===== src/rtl/axi_burst_write_master.sv =====
`timescale 1ns/1ps
// AXI4 write-channel master: queues legal burst commands, issues AW with bounded
// outstanding bursts, streams user beats onto W with WLAST, and reports B responses.
module axi_burst_write_master #(
  parameter int AW              = 32,
  parameter int DW              = 64,
  parameter int IDW             = 4,
  parameter int CMD_DEPTH       = 4,
  parameter int MAX_OUTSTANDING = 4
) (
  input  logic                              clk,
  input  logic                              rst,
  input  logic                              cmd_valid,
  output logic                              cmd_ready,
  input  logic [IDW-1:0]                    cmd_id,
  input  logic [AW-1:0]                     cmd_addr,
  input  logic [7:0]                        cmd_len,
  input  logic [2:0]                        cmd_size,
  input  logic [1:0]                        cmd_burst,
  output logic                              cmd_err,
  input  logic                              wr_valid,
  output logic                              wr_ready,
  input  logic [DW-1:0]                     wr_data,
  input  logic [DW/8-1:0]                   wr_strb,
  output logic [IDW-1:0]                    m_axi_awid,
  output logic [AW-1:0]                     m_axi_awaddr,
  output logic [7:0]                        m_axi_awlen,
  output logic [2:0]                        m_axi_awsize,
  output logic [1:0]                        m_axi_awburst,
  output logic                              m_axi_awvalid,
  input  logic                              m_axi_awready,
  output logic [DW-1:0]                     m_axi_wdata,
  output logic [DW/8-1:0]                   m_axi_wstrb,
  output logic                              m_axi_wlast,
  output logic                              m_axi_wvalid,
  input  logic                              m_axi_wready,
  input  logic [IDW-1:0]                    m_axi_bid,
  input  logic [1:0]                        m_axi_bresp,
  input  logic                              m_axi_bvalid,
  output logic                              m_axi_bready,
  output logic                              done_valid,
  output logic [IDW-1:0]                    done_id,
  output logic [1:0]                        done_resp,
  output logic                              done_err,
  output logic                              err_unexp_b,
  output logic [$clog2(MAX_OUTSTANDING):0]  outstanding,
  output logic                              idle
);
  localparam int OW    = $clog2(MAX_OUTSTANDING) + 1;
  localparam int CPW   = $clog2(CMD_DEPTH);
  localparam int LPW   = $clog2(MAX_OUTSTANDING);
  localparam int MAXSZ = $clog2(DW / 8);

  typedef enum logic {AW_IDLE, AW_VALID} aw_state_t;
  typedef enum logic {W_IDLE, W_BURST}   w_state_t;

  function automatic logic cmd_legal(input logic [AW-1:0] a, input logic [7:0] l,
                                     input logic [2:0] s, input logic [1:0] b);
    logic [16:0] span;
    logic        ok;
    ok   = 1'b1;
    span = 17'(a[11:0]) + ((17'(l) + 17'd1) << s);
    if (b == 2'b11) ok = 1'b0;
    if (int'(s) > MAXSZ) ok = 1'b0;
    if (b == 2'b10) begin
      if (!(l == 8'd1 || l == 8'd3 || l == 8'd7 || l == 8'd15)) ok = 1'b0;
      if ((a & ((AW'(1) << s) - AW'(1))) != '0) ok = 1'b0;
    end
    if (b == 2'b01 && span > 17'd4096) ok = 1'b0;
    return ok;
  endfunction

  logic [IDW-1:0] cf_id    [CMD_DEPTH];
  logic [AW-1:0]  cf_addr  [CMD_DEPTH];
  logic [7:0]     cf_len   [CMD_DEPTH];
  logic [2:0]     cf_size  [CMD_DEPTH];
  logic [1:0]     cf_burst [CMD_DEPTH];
  logic [CPW:0]   cf_wr_q, cf_rd_q;
  logic [7:0]     wl_mem   [MAX_OUTSTANDING];
  logic [LPW:0]   wl_wr_q, wl_rd_q;

  aw_state_t      aw_state_q, aw_state_d;
  w_state_t       w_state_q, w_state_d;
  logic [7:0]     beat_q, beat_d;
  logic [OW-1:0]  out_q, out_d;
  logic [IDW-1:0] awid_q, done_id_q;
  logic [AW-1:0]  awaddr_q;
  logic [7:0]     awlen_q;
  logic [2:0]     awsize_q;
  logic [1:0]     awburst_q, done_resp_q;
  logic           cmd_err_q, done_valid_q, unexp_q;

  logic cf_empty, cf_full, wl_empty, wl_full;
  logic cmd_hs, cf_push, aw_pop, wl_pop, b_hs, b_ok, room;

  assign cf_empty = (cf_wr_q == cf_rd_q);
  assign cf_full  = (cf_wr_q[CPW] != cf_rd_q[CPW]) && (cf_wr_q[CPW-1:0] == cf_rd_q[CPW-1:0]);
  assign wl_empty = (wl_wr_q == wl_rd_q);
  assign wl_full  = (wl_wr_q[LPW] != wl_rd_q[LPW]) && (wl_wr_q[LPW-1:0] == wl_rd_q[LPW-1:0]);

  assign cmd_ready = !rst && !cf_full;
  assign cmd_hs    = cmd_valid && cmd_ready;
  assign cf_push   = cmd_hs && cmd_legal(cmd_addr, cmd_len, cmd_size, cmd_burst);

  assign m_axi_bready = !rst;
  assign b_hs = m_axi_bvalid && m_axi_bready;
  assign b_ok = b_hs && (out_q != '0);
  // A response retiring this cycle frees its slot for an issue in the same cycle
  assign room = (out_q < OW'(MAX_OUTSTANDING)) || b_ok;
  assign aw_pop = ((aw_state_q == AW_IDLE) || m_axi_awready) && !cf_empty && room && !wl_full;
  assign out_d  = out_q + OW'(aw_pop) - OW'(b_ok);

  always_comb begin
    aw_state_d = aw_state_q;
    case (aw_state_q)
      AW_IDLE:  if (aw_pop) aw_state_d = AW_VALID;
      AW_VALID: if (m_axi_awready) aw_state_d = aw_pop ? AW_VALID : AW_IDLE;
      default:  aw_state_d = AW_IDLE;
    endcase
  end

  always_comb begin
    w_state_d = w_state_q;
    beat_d    = beat_q;
    wl_pop    = 1'b0;
    case (w_state_q)
      W_IDLE: if (!wl_empty) begin
        wl_pop    = 1'b1;
        beat_d    = wl_mem[wl_rd_q[LPW-1:0]];
        w_state_d = W_BURST;
      end
      W_BURST: if (wr_valid && m_axi_wready) begin
        if (beat_q == 8'd0) w_state_d = W_IDLE;
        else                beat_d    = beat_q - 8'd1;
      end
      default: w_state_d = W_IDLE;
    endcase
  end

  // FIFO storage carries no reset; only the pointers define occupancy
  always_ff @(posedge clk) begin
    if (cf_push) begin
      cf_id[cf_wr_q[CPW-1:0]]    <= cmd_id;
      cf_addr[cf_wr_q[CPW-1:0]]  <= cmd_addr;
      cf_len[cf_wr_q[CPW-1:0]]   <= cmd_len;
      cf_size[cf_wr_q[CPW-1:0]]  <= cmd_size;
      cf_burst[cf_wr_q[CPW-1:0]] <= cmd_burst;
    end
    if (aw_pop) wl_mem[wl_wr_q[LPW-1:0]] <= cf_len[cf_rd_q[CPW-1:0]];
  end

  always_ff @(posedge clk) begin
    if (rst) begin
      cf_wr_q      <= '0;
      cf_rd_q      <= '0;
      wl_wr_q      <= '0;
      wl_rd_q      <= '0;
      aw_state_q   <= AW_IDLE;
      w_state_q    <= W_IDLE;
      beat_q       <= '0;
      out_q        <= '0;
      awid_q       <= '0;
      awaddr_q     <= '0;
      awlen_q      <= '0;
      awsize_q     <= '0;
      awburst_q    <= '0;
      cmd_err_q    <= 1'b0;
      done_valid_q <= 1'b0;
      done_id_q    <= '0;
      done_resp_q  <= '0;
      unexp_q      <= 1'b0;
    end else begin
      if (cf_push) cf_wr_q <= cf_wr_q + 1'b1;
      if (aw_pop) begin
        cf_rd_q   <= cf_rd_q + 1'b1;
        wl_wr_q   <= wl_wr_q + 1'b1;
        awid_q    <= cf_id[cf_rd_q[CPW-1:0]];
        awaddr_q  <= cf_addr[cf_rd_q[CPW-1:0]];
        awlen_q   <= cf_len[cf_rd_q[CPW-1:0]];
        awsize_q  <= cf_size[cf_rd_q[CPW-1:0]];
        awburst_q <= cf_burst[cf_rd_q[CPW-1:0]];
      end
      if (wl_pop) wl_rd_q <= wl_rd_q + 1'b1;
      aw_state_q   <= aw_state_d;
      w_state_q    <= w_state_d;
      beat_q       <= beat_d;
      out_q        <= out_d;
      cmd_err_q    <= cmd_hs && !cf_push;
      done_valid_q <= b_ok;
      if (b_ok) begin
        done_id_q   <= m_axi_bid;
        done_resp_q <= m_axi_bresp;
      end
      if (b_hs && out_q == '0) unexp_q <= 1'b1;
    end
  end

  assign m_axi_awid    = awid_q;
  assign m_axi_awaddr  = awaddr_q;
  assign m_axi_awlen   = awlen_q;
  assign m_axi_awsize  = awsize_q;
  assign m_axi_awburst = awburst_q;
  assign m_axi_awvalid = (aw_state_q == AW_VALID);
  assign m_axi_wvalid  = (w_state_q == W_BURST) && wr_valid;
  assign wr_ready      = (w_state_q == W_BURST) && m_axi_wready;
  assign m_axi_wlast   = (w_state_q == W_BURST) && (beat_q == 8'd0);
  assign m_axi_wdata   = wr_data;
  assign m_axi_wstrb   = wr_strb;
  assign cmd_err       = cmd_err_q;
  assign done_valid    = done_valid_q;
  assign done_id       = done_id_q;
  assign done_resp     = done_resp_q;
  assign done_err      = done_resp_q[1];
  assign err_unexp_b   = unexp_q;
  assign outstanding   = out_q;
  assign idle          = cf_empty && (out_q == '0) && (w_state_q == W_IDLE);
endmodule


===== config.mk =====
export PLATFORM = sky130hd
export DESIGN_NAME = axi_burst_write_master
export DESIGN_NICKNAME = d
export VERILOG_FILES = /design/src/rtl/axi_burst_write_master.sv
export SDC_FILE = /design/constraint.sdc
export NUM_CORES = 1
export LEC_CHECK = 0
export CORE_MARGIN = 2
export CORE_UTILIZATION = 40
export DETAILED_ROUTE_END_ITERATION = 8
export PLACE_DENSITY = 0.64
export REMOVE_ABC_BUFFERS = 1
export SYNTH_ARGS = -nofsm -noshare
export SYNTH_HDL_FRONTEND = slang
export SYNTH_SLANG_ARGS = --single-unit

===== constraint.sdc =====
create_clock -name clk -period 9.6 [get_ports clk]
set_input_delay 1.92 -clock clk [delete_from_list [all_inputs] [get_ports clk]]
set_output_delay 1.92 -clock clk [all_outputs]
set_load 0.03 [all_outputs]

==> results of run 1 <==
## layer usage
layer | global-route usage (%) | routed length (µm) | up-vias
met4 | 4.78 | 693 | 10
li1 | - | - | 3743
met2 | 29.0 | 15800 | 368
met5 | 7.97 | 389 | -
met1 | 26.8 | 15100 | 4123
met3 | 12.1 | 4850 | 63
## Yosys cell counts (9+ instances only)
| cell type | number |
|---|---|
| dfxtp_1 | 87 |
| a21oi_1 | 78 |
| nand2_1 | 153 |
| nor3_1 | 9 |
| inv_1 | 22 |
| clkbuf_1 | 42 |
| buf_4 | 73 |
| ha_1 | 30 |
| nor2_1 | 43 |
| xnor2_1 | 12 |
| xor2_1 | 14 |
| o21ai_0 | 24 |
| mux4_2 | 57 |
| nand2b_1 | 10 |
| mux2i_1 | 10 |
| edfxtp_1 | 228 |
## area by class of cell
class / instances / area [µm²]
Clock inverter: 19 / 264
Tap cell: 448 / 561
Sequential cell: 315 / 8590
Timing Repair Buffer: 142 / 1390
Multi-Input combinational cell: 542 / 4180
Inverter: 23 / 86.3
Clock buffer: 42 / 912
Fill cell: 2892 / 17500
## placed cells by master (no fill, tap or decap), drive strengths merged, types with 4 or more instances in the layout
cell type	netlist	layout
buf	80	13
mux2	4	4
a311oi	4	4
bufinv	0	6
xnor2	12	12
nand2b	10	10
ha	30	30
nor4	6	6
clkinv	1	10
inv	22	26
or3	4	4
xor2	14	14
nor2	43	43
a31oi	4	4
mux4	57	57
mux2i	10	10
edfxtp	228	228
nand3	6	6
nor2b	6	6
and3	4	4
clkbuf	42	42
dfxtp	87	87
nor3	9	9
a21oi	78	78
and2	8	8
nand2	153	153
a211oi	8	8
o21ai	25	25
o22ai	4	4
clkdlybuf4s50	0	129
## worst paths after layout
check                                 from  slack [ps]  cells after the start                             to
max                             cmd_len[0]        2370                     18        cf_addr[0][2]$_DFFE_PP_
min          m_axi_awaddr[13]$_SDFFE_PP0P_         450                      2  m_axi_awaddr[13]$_SDFFE_PP0P_
min reg2reg  m_axi_awaddr[13]$_SDFFE_PP0P_         450                      2  m_axi_awaddr[13]$_SDFFE_PP0P_
max reg2reg        cf_rd_q[1]$_SDFFE_PP0P_        5570                     14      outstanding[2]$_SDFF_PP0_
## worst register-to-register path: stages (launching register included)
cell and delay, ps:
dfxtp_2 310, buf_4 510, xor2_1 250, nor2_1 70, nand2_1 110, and3_2 180
buf_4 560, inv_2 640, ha_1 480, inv_1 50, ha_1 120, inv_1 40
fa_1 380, xnor2_1 160, nor2_1 50
## kinds of logic (layout without fill, tap and decap cells)
kind of cell	after synthesis	after routing	synth area share (%)
AOI/OAI and AO/OA	154	154	7.08
xor gates and xnor gates	26	26	1.68
adders and majority gates	32	32	3.06
buffers and inverters	145	226	6.03
DFF	315	315	63.3
muxes	71	71	10.6
and+or+nand+nor	259	259	8.27
## sequential cells by signal (all words and copies together), names as in the netlist, 4 cells and up, named ones only
| signal | flops |
|---|---|
| m_axi_awlen | 8 |
| cf_id | 16 |
| cf_burst | 8 |
| m_axi_awaddr | 32 |
| cf_len | 32 |
| wl_mem | 32 |
| beat_q | 8 |
| cf_addr | 128 |
| m_axi_awid | 4 |
| done_id | 4 |
| cf_size | 12 |
## where the power goes
group	internal (mW)	switching, mW
Combinational	0.478	0.661
Clock	0.843	0.529
Sequential	1.60	0.109
Total	2.92	1.30
==> summary.txt, run 1 <==
Yosys
  – Distinct cells, synth: 62
  – Most used DFF post-synth: edfxtp_1
  – Post-synth ARST share: 0%
  – Synth top area share: around 50%
  – Post-Syn Area: 13,600 µm²
  – Yosys warns: 0
  – Syn Area/Cell: between 10 and 15 µm²
  – Sequential fraction of the synthesis area: 63.3%
  – Top cells by area, synth: edfxtp_1 (50%), dfxtp_1 (13%), mux4_2 (9.5%), nand2_1 (4.2%), buf_4 (4.0%)
  – EDFF count, synth: between 200 and 250
  – Cell accounting for the most synthesized area: edfxtp_1
  – Mapped Cells: 1,002
  – FF+latch count, synth: 315

Worst setup path
  – Buffers & Inverters on Critical Path: 2
  – Arrival time at the worst endpoint: around 7400 ps
  – Worst Path Max Fanout: 32
  – Family with the most delay on the worst path: compound AO/OA/AOI/OAI gates
  – Most used cell, CP: ha_1
  – Slowest stage delay, CP: slightly below 800 ps
  – Worst EP required: around 9800 ps
  – Crit path cell chain: clkdlybuf4s50_1 > ha_1 > and2_1 > nand2_1 > xor2_1 > o21ai_0 > mux2i_1 > o32ai_1 > ha_1 > o211a_1 > a221o_1 > a311o_1 > a211oi_2 > nand4_1 > o311ai_4 > o21ai_2 > nor2_4 > buf_4
  – Max stage delay cell, worst path: clkdlybuf4s50_1
  – Startpoint Class: input port
  – Crit end category: flip-flop
  – Critical path type: in2reg

Place
  – Post-place instance area: 14,800 µm²
  – Routability cong.: 0.790
  – Detailed placement HPWL: approximately 25,000 µm
  – Place WS: 1880 ps
  – Placed cells: around 1,500
  – I/O Buffers: 130

Drt
  – Post-route DRC violation count: 0
  – DRT Pass-1 Iters: 5
  – WL/cell: ~24 µm
  – ANT nets after route: 0
  – Initial DRC count: roughly 730
  – WL final: 36,900 µm
  – Via density: ~5.4
  – Routed via count: a little over 8,000

Floorplan
  – Die Span X: approximately 190 µm
  – Num ports: ~280
  – Area of the core: between 30,000 and 40,000 µm²
  – Rows: 67
  – DIE AREA: between 30,000 and 40,000 µm²
  – Initial Util: between 40 and 50%
  – Die height: ~190 µm

CTS
  – Post-cts repair resize count: 0
  – CTS Root Cell: clkbuf_16
  – Sink Count: between 300 and 400
  – Clk Latency, worst-skew pair: 520 ps
  – CTS tree: yes
  – Clock buffer count from CTS: 34
  – Hold_buf cts: 0
  – Clock Tree Buf Depth: 3
  – H-tree depth: 2
  – Clock-pin slew of the registers on the worst-case setup and hold paths: approximately 60 ps
  – Post-CTS Setup Inserts: 0

STA
  – Hold WS: 453 ps
  – Finish-stage setup viols: 0
  – Hold Vio Cnt, Final: 0
  – Skew final: ~14 ps
  – Setup TNS: 0 ps
  – Fmax: 0.138 GHz
  – Final period utilization: about three quarters
  – Final Critical Period: about 7200 ps
  – Pins Over Slew Limit: 0
  – Slew Limit Headroom: between 20% and 30%
  – RSZ-0062 raised after global routing: no
  – Final WS setup: ~2400 ps
  – Worst-Margin Slew: approximately 1100 ps

Global route
  – Pin count of the biggest net entering global routing: 61
  – Global-route wire length before repair: approximately 54,000 µm
  – GRT Overall Usage: 20.7%
  – Vias in the first global route: roughly 7,900
  – Antenna violations before repair: 0
  – Grt total ovfl: 0

Power
  – Leakage: around 5.4 nW
  – Final total power: ~4.2 mW
  – Worst-case vdd ir drop: 155 µV
  – PD cells: roughly 260 nW/µm²

Run
  – Maxcap violations: 0

Layout
  – Area growth from synthesis to layout: 17.8%
  – Final cell count without fillers: 1,531
  – Nets: between 1,000 and 1,500
  – Finished Cell Area: 16,000 µm²
  – Diode count: 0
  – Final Util: a little under half
  – Share of cells above drive strength 1: between 10 and 15%

Min path
  – Hold WC Path Type: reg2reg

Outcome
  – Status: finished, final reports clean
Power figures use the tool's default switching activity.
==> run 2, diff against run 1 <==
- PLACE_DENSITY: 0.64 -> 0.66
- clock period: 9.6 -> 6.4 ns (I/O delays scaled with it)
==> run 2 against run 1 <==
Compared with the run above:
- cell count is 0.46% higher
- die area unchanged
- count of clock-buffer cells in the layout rose by 6
- worst hold slack got worse by 0.75 ps
- setup slack worse by 1600 ps
- non-clock buffer count is 7 higher
- combinational power up 51%
- global-route usage rose by 0.18 points
==> summary.txt, run 2 (synthesized netlist as in run 1, its figures left out) <==
Floorplan
  – Initial Util: 40.6% (unchanged)
  – DIE AREA: 35,400 µm² (unchanged)
  – Area of the core: 33,400 µm² (unchanged)
  – Num ports: 275 (unchanged)
  – Die Span X: 188 µm (unchanged)
  – Rows: 67 (unchanged)
  – Die height: 188 µm (unchanged)

STA
  – Slew Limit Headroom: 41.7% (+12 points)
  – Final WS setup: 740 ps (-1630 ps)
  – Final period utilization: between 80% and 90%
  – Final Critical Period: 5660 ps
  – Hold WS: 452 ps (-0.752 ps)
  – Worst-Margin Slew: 875 ps (-178 ps)
  – Fmax: roughly 0.18 GHz
  – Hold Vio Cnt, Final: 0 (unchanged)
  – Pins Over Slew Limit: 0 (unchanged)
  – Skew final: 24.9 ps (+10.5 ps)
  – RSZ-0062 raised after global routing: no
  – Setup TNS: 0 ps (unchanged)
  – Finish-stage setup viols: 0 (unchanged)

Layout
  – Area growth from synthesis to layout: 18.3%
  – Finished Cell Area: 16,000 µm² (+0.41%)
  – Diode count: 0 (unchanged)
  – Max reg flops: 128 (unchanged)
  – Commonest cells after routing, fill and taps aside: edfxtp_1 (228), nand2_1 (153), clkdlybuf4s50_1 (129), dfxtp_1 (85), a21oi_1 (78)
  – Final Util: 48.0% (+0.19 points)
  – Share of cells above drive strength 1: 13.4% (+0.74 points)
  – Most common cell after layout, fill and taps aside: edfxtp_1
  – Final cell count without fillers: 1,538 (+0.46%)
  – Fill cell count: 2,883 (-0.31%)
  – Nets: 1,231 (+0.57%)

Global route
  – GR peak layer: met2
  – Vias in the first global route: 7,904 (+0.11%)
  – Global-route wire length before repair: 53,700 µm (+0.13%)
  – Met1 Track Usage GR: 26.6% (-0.19 points)
  – Grt total ovfl: 0 (unchanged)
  – Pin count of the biggest net entering global routing: 76 (+25%)
  – Antenna violations before repair: 1 (+1)
  – Met3 GRT Util: 12.3% (+0.22 points)
  – GRT Overall Usage: 20.9% (+0.18 points)
  – Grt met2 use: 29.7% (+0.62 points)

Power
  – Worst-case vdd ir drop: 180 µV (+16%)
  – PD cells: 385 nW/µm² (+46%)
  – Leakage: 5.36 nW (+0.16%)
  – Final total power: 6.18 mW (+46%)

Drt
  – Via density: 5.45 (+0.47%)
  – WL final: 37,300 µm (+1.2%)
  – DRT Pass-1 Iters: 6 (+1)
  – Initial DRC count: 799 (+10%)
  – WL/cell: 24.3 µm (+0.78%)
  – Routed via count: 8,384 (+0.93%)
  – ANT nets after route: 0 (unchanged)
  – Post-route DRC violation count: 0 (unchanged)

Run
  – Maxcap violations: 0 (unchanged)

CTS
  – Clock-pin slew of the registers on the worst-case setup and hold paths: 60 ps (about the same)
  – CTS Root Cell: clkbuf_16
  – Clock buffer count from CTS: 34 (unchanged)
  – CTS tree: yes
  – Post-cts repair resize count: 0 (unchanged)
  – Hold_buf cts: 0 (unchanged)
  – Clk Latency, worst-skew pair: 530 ps (about the same)
  – Post-CTS Setup Inserts: 0 (unchanged)
  – H-tree depth: 2 (unchanged)
  – Sink Count: 315 (unchanged)
  – Clock Tree Buf Depth: 3 (unchanged)

Worst setup path
  – Worst Path Max Fanout: 20 (-38%)
  – Critical path type: in2reg
  – Startpoint Class: input port
  – Arrival time at the worst endpoint: 5850 ps (-1530 ps)
  – CP Launch Point: cmd_len[0]
  – Crit end category: flip-flop
  – FF-to-FF Start: cf_rd_q[1]$_SDFFE_PP0P_
  – Worst EP required: 6590 ps (-3160 ps)

Place
  – Post-place instance area: 14,900 µm² (+0.95%)
  – Place WS: 269 ps (-1610 ps)
  – Routability cong.: 0.867 (+9.8%)
  – Placed cells: 1,477 (+0.48%)
  – I/O Buffers: 130 (unchanged)
  – Detailed placement HPWL: 25,400 µm (+1.7%)

Min path
  – Min-delay src: m_axi_awlen[2]$_SDFFE_PP0P_
  – Hold WC Path Type: reg2reg

Outcome
  – Status: finished, final reports clean
run 2: critical path, stage by stage:
cell	delay, ps
clkdlybuf4s50_1	550
ha_1	230
and2_1	310
nand2_1	110
xor2_1	160
o21ai_0	250
mux2i_1	140
o32ai_1	150
ha_1	320
o211a_1	130
a221o_1	360
a311o_1	380
a211oi_2	220
nand4_1	170
o311ai_4	350
o21ai_2	230
nor2_4	170
buf_4	310
run 2: per-layer routing:
layer  wire length, µm  up-vias
met5               400        -
met4               598       12
met3              4770       66
met2             16200      371
met1             15400     4187
li1                  -     3748
run 2: area by class of cell:
class / count / area (µm²) / area share (%)
clock buffers: 48 / 953 / 5.94
clock inverters: 13 / 148 / 0.920
inverters: 23 / 86.3 / 0.538
multi-input cells: 542 / 4180 / 26.1
flip-flops and latches: 315 / 8590 / 53.5
well taps: 448 / 561 / 3.49
repair buffers: 149 / 1530 / 9.51
run 2: power by group:
part | total [mW] | internal [mW] | switching (mW) | leakage (nW)
Sequential | 2.56 | 2.40 | 0.157 | 2.77
Clock | 1.90 | 1.10 | 0.801 | 0.527
Combinational | 1.72 | 0.726 | 0.995 | 2.07
run 2: path summary, 6_finish.rpt:
| path | endpoint | slack, ps | cells after the start |
|---|---|---|---|
| min reg2reg | m_axi_awlen[2]$_SDFFE_PP0P_ | 450 | 2 |
| max | cf_id[1][1]$_DFFE_PP_ | 740 | 18 |
| min | m_axi_awlen[2]$_SDFFE_PP0P_ | 450 | 2 |
| max reg2reg | wl_wr_q[2]$_SDFFE_PP0P_ | 3210 | 9 |
==> run 3, diff against run 2 <==
- PLACE_DENSITY: 0.66 -> 0.64
- clock period: 6.4 -> 5.9 ns (I/O delays scaled with it)
==> run 3 against run 2 <==
Compared with the run above:
- cell count rose by 1.2%
- final area increased by 0.82%
- global-route usage grew 0.19 points
- sequential power rose by 8.2%
- clock power up 9%
- die area stayed put
- count of clock-buffer cells in the layout increased by 1
- largest power group unchanged
- highest routed layer unchanged
==> summary.txt, run 3 (synthesized netlist as in run 1, its figures left out) <==
Outcome
  – Status: finished, final reports clean

CTS
  – CTS Root Cell: clkbuf_16
  – H-tree depth: 2 (unchanged)
  – Clock Tree Buf Depth: 3 (unchanged)
  – Hold_buf cts: 0 (unchanged)
  – Clock buffer count from CTS: 35 (+2.9%)
  – Post-cts repair resize count: 0 (unchanged)
  – CTS tree: yes
  – Clk Latency, worst-skew pair: 530 ps (about the same)
  – Clock-pin slew of the registers on the worst-case setup and hold paths: 60 ps (about the same)
  – Sink Count: 315 (unchanged)
  – Post-CTS Setup Inserts: 0 (unchanged)

Layout
  – Max reg flops: 128 (unchanged)
  – Share of cells above drive strength 1: 14.7% (+1.3 points)
  – Commonest cells after routing, fill and taps aside: edfxtp_1 (228), nand2_1 (153), clkdlybuf4s50_1 (129), dfxtp_1 (85), a21oi_1 (78)
  – Diode count: 0 (unchanged)
  – Fill cell count: 2,855 (-0.97%)
  – Final Util: 48.4% (+0.39 points)
  – Most common cell after layout, fill and taps aside: edfxtp_1
  – Nets: 1,247 (+1.3%)
  – Area growth from synthesis to layout: 19.3%
  – Final cell count without fillers: 1,556 (+1.2%)

Worst setup path
  – Worst Path Max Fanout: 36 (+80%)
  – Family with the most delay on the worst path: compound AO/OA/AOI/OAI gates
  – Worst EP required: 6100 ps (-490 ps)
  – Crit end category: flip-flop
  – Crit path cell chain: clkdlybuf4s50_1 > ha_1 > and2_1 > nand2_1 > xor2_1 > o21ai_0 > mux2i_1 > o32ai_1 > ha_1 > o211a_1 > a221o_1 > a311o_1 > a211oi_2 > nand4_1 > o311ai_4 > o21ai_0 > inv_2 > buf_12
  – Critical path type: in2reg
  – Buffers & Inverters on Critical Path: 3 (+1)
  – Max stage delay cell, worst path: clkdlybuf4s50_1
  – Arrival time at the worst endpoint: 5560 ps (-290 ps)
  – Slowest stage delay, CP: 660 ps (+110 ps)
  – Startpoint Class: input port

Place
  – I/O Buffers: 130 (unchanged)
  – Detailed placement HPWL: 25,700 µm (+1.3%)
  – Placed cells: 1,492 (+1.0%)
  – Place WS: 4.14 ps (-265 ps)
  – Routability cong.: 0.831 (-4.1%)

Floorplan
  – Num ports: 275 (unchanged)
  – Die height: 188 µm (unchanged)
  – Area of the core: 33,400 µm² (unchanged)
  – Initial Util: 40.6% (unchanged)
  – Die Span X: 188 µm (unchanged)
  – Rows: 67 (unchanged)
  – DIE AREA: 35,400 µm² (unchanged)

Drt
  – Initial DRC count: 759 (-5.0%)
  – WL/cell: 24.3 µm (about the same)
  – Routed via count: 8,465 (+0.97%)
  – DRT Pass-1 Iters: 7 (+1)
  – WL final: 37,800 µm (+1.2%)
  – Post-route DRC violation count: 0 (unchanged)
  – Via density: 5.44 (-0.20%)
  – ANT nets after route: 0 (unchanged)

Power
  – PD cells: 416 nW/µm² (+8.1%)
  – Leakage: 5.45 nW (+1.6%)
  – Worst-case vdd ir drop: 251 µV (+40%)
  – Final total power: 6.73 mW (+8.9%)

Run
  – Maxcap violations: 0 (unchanged)

STA
  – Pins Over Slew Limit: 0 (unchanged)
  – RSZ-0062 raised after global routing: no
  – Worst-Margin Slew: 932 ps (+57.1 ps)
  – Slew Limit Headroom: 37.8% (-3.8 points)
  – Final WS setup: 534 ps (-206 ps)
  – Skew final: 16.5 ps (-8.38 ps)
  – Final Critical Period: approximately 5400 ps
  – Finish-stage setup viols: 0 (unchanged)
  – Final period utilization: 90.9%
  – Fmax: ~0.19 GHz
  – Hold Vio Cnt, Final: 0 (unchanged)

Global route
  – Vias in the first global route: 8,146 (+3.1%)
  – Grt total ovfl: 0 (unchanged)
  – Pin count of the biggest net entering global routing: 76 (unchanged)
  – Antenna violations before repair: 1 (unchanged)
  – Global-route wire length before repair: 54,400 µm (+1.4%)
  – GRT Overall Usage: 21.1% (+0.19 points)

Min path
  – Hold WC Path Type: reg2reg
-- run 3: area by class of cell --
class,count,area [µm²],share of cell area (%)
flip-flops and latches,315,8590,53.1
multi-input cells,542,4180,25.8
repair buffers,164,1650,10.2
clock buffers,49,978,6.05
well taps,448,561,3.46
clock inverters,15,129,0.796
inverters,23,86.3,0.534
-- run 3: where the power goes --
group / switching (mW) / internal (mW) / total (mW)
sequential: 0.163 / 2.61 / 2.77
combinational: 1.10 / 0.798 / 1.90
clock: 0.886 / 1.18 / 2.07
-- run 3: worst reg2reg max path, delay by kind of cell, from the launching register on --
kind          cells  cell delay [ps]
flops             1              310
fa+ha+maj         3              860
buf+inv           5             1110
simple gates      4              480
xor+xnor          2              360
-- run 3: worst paths after layout --
| check | cells after the start | endpoint | slack [ps] | startpoint |
|---|---|---|---|---|
| max reg2reg | 14 | outstanding[2]$_SDFF_PP0_ | 2620 | cf_rd_q[1]$_SDFFE_PP0P_ |
| min reg2reg | 2 | m_axi_awaddr[13]$_SDFFE_PP0P_ | 450 | m_axi_awaddr[13]$_SDFFE_PP0P_ |
| max | 18 | cf_burst[3][1]$_DFFE_PP_ | 530 | cmd_len[1] |
| min | 2 | m_axi_awaddr[13]$_SDFFE_PP0P_ | 450 | m_axi_awaddr[13]$_SDFFE_PP0P_ |
-- run 3: layer usage --
layer  vias up  GRT usage (%)  part of all wire (%)
met2       426           30.0                    43
met1      4156           26.4                    40
met4        14           4.85                   1.9
met5         -           8.24                   1.2
li1       3784              -                     -
met3        85           13.0                    14
-- run 3: through the flow --
step	area [µm²]	TNS [ps]	hold WS (ps)
3_3_place_gp	15100	0	445
5_1_grt	16200	0	475
4_1_cts	16200	0	456
2_1_floorplan	12800	-123320	450
6_report	16200	0	454
3_5_place_dp	15100	0	448
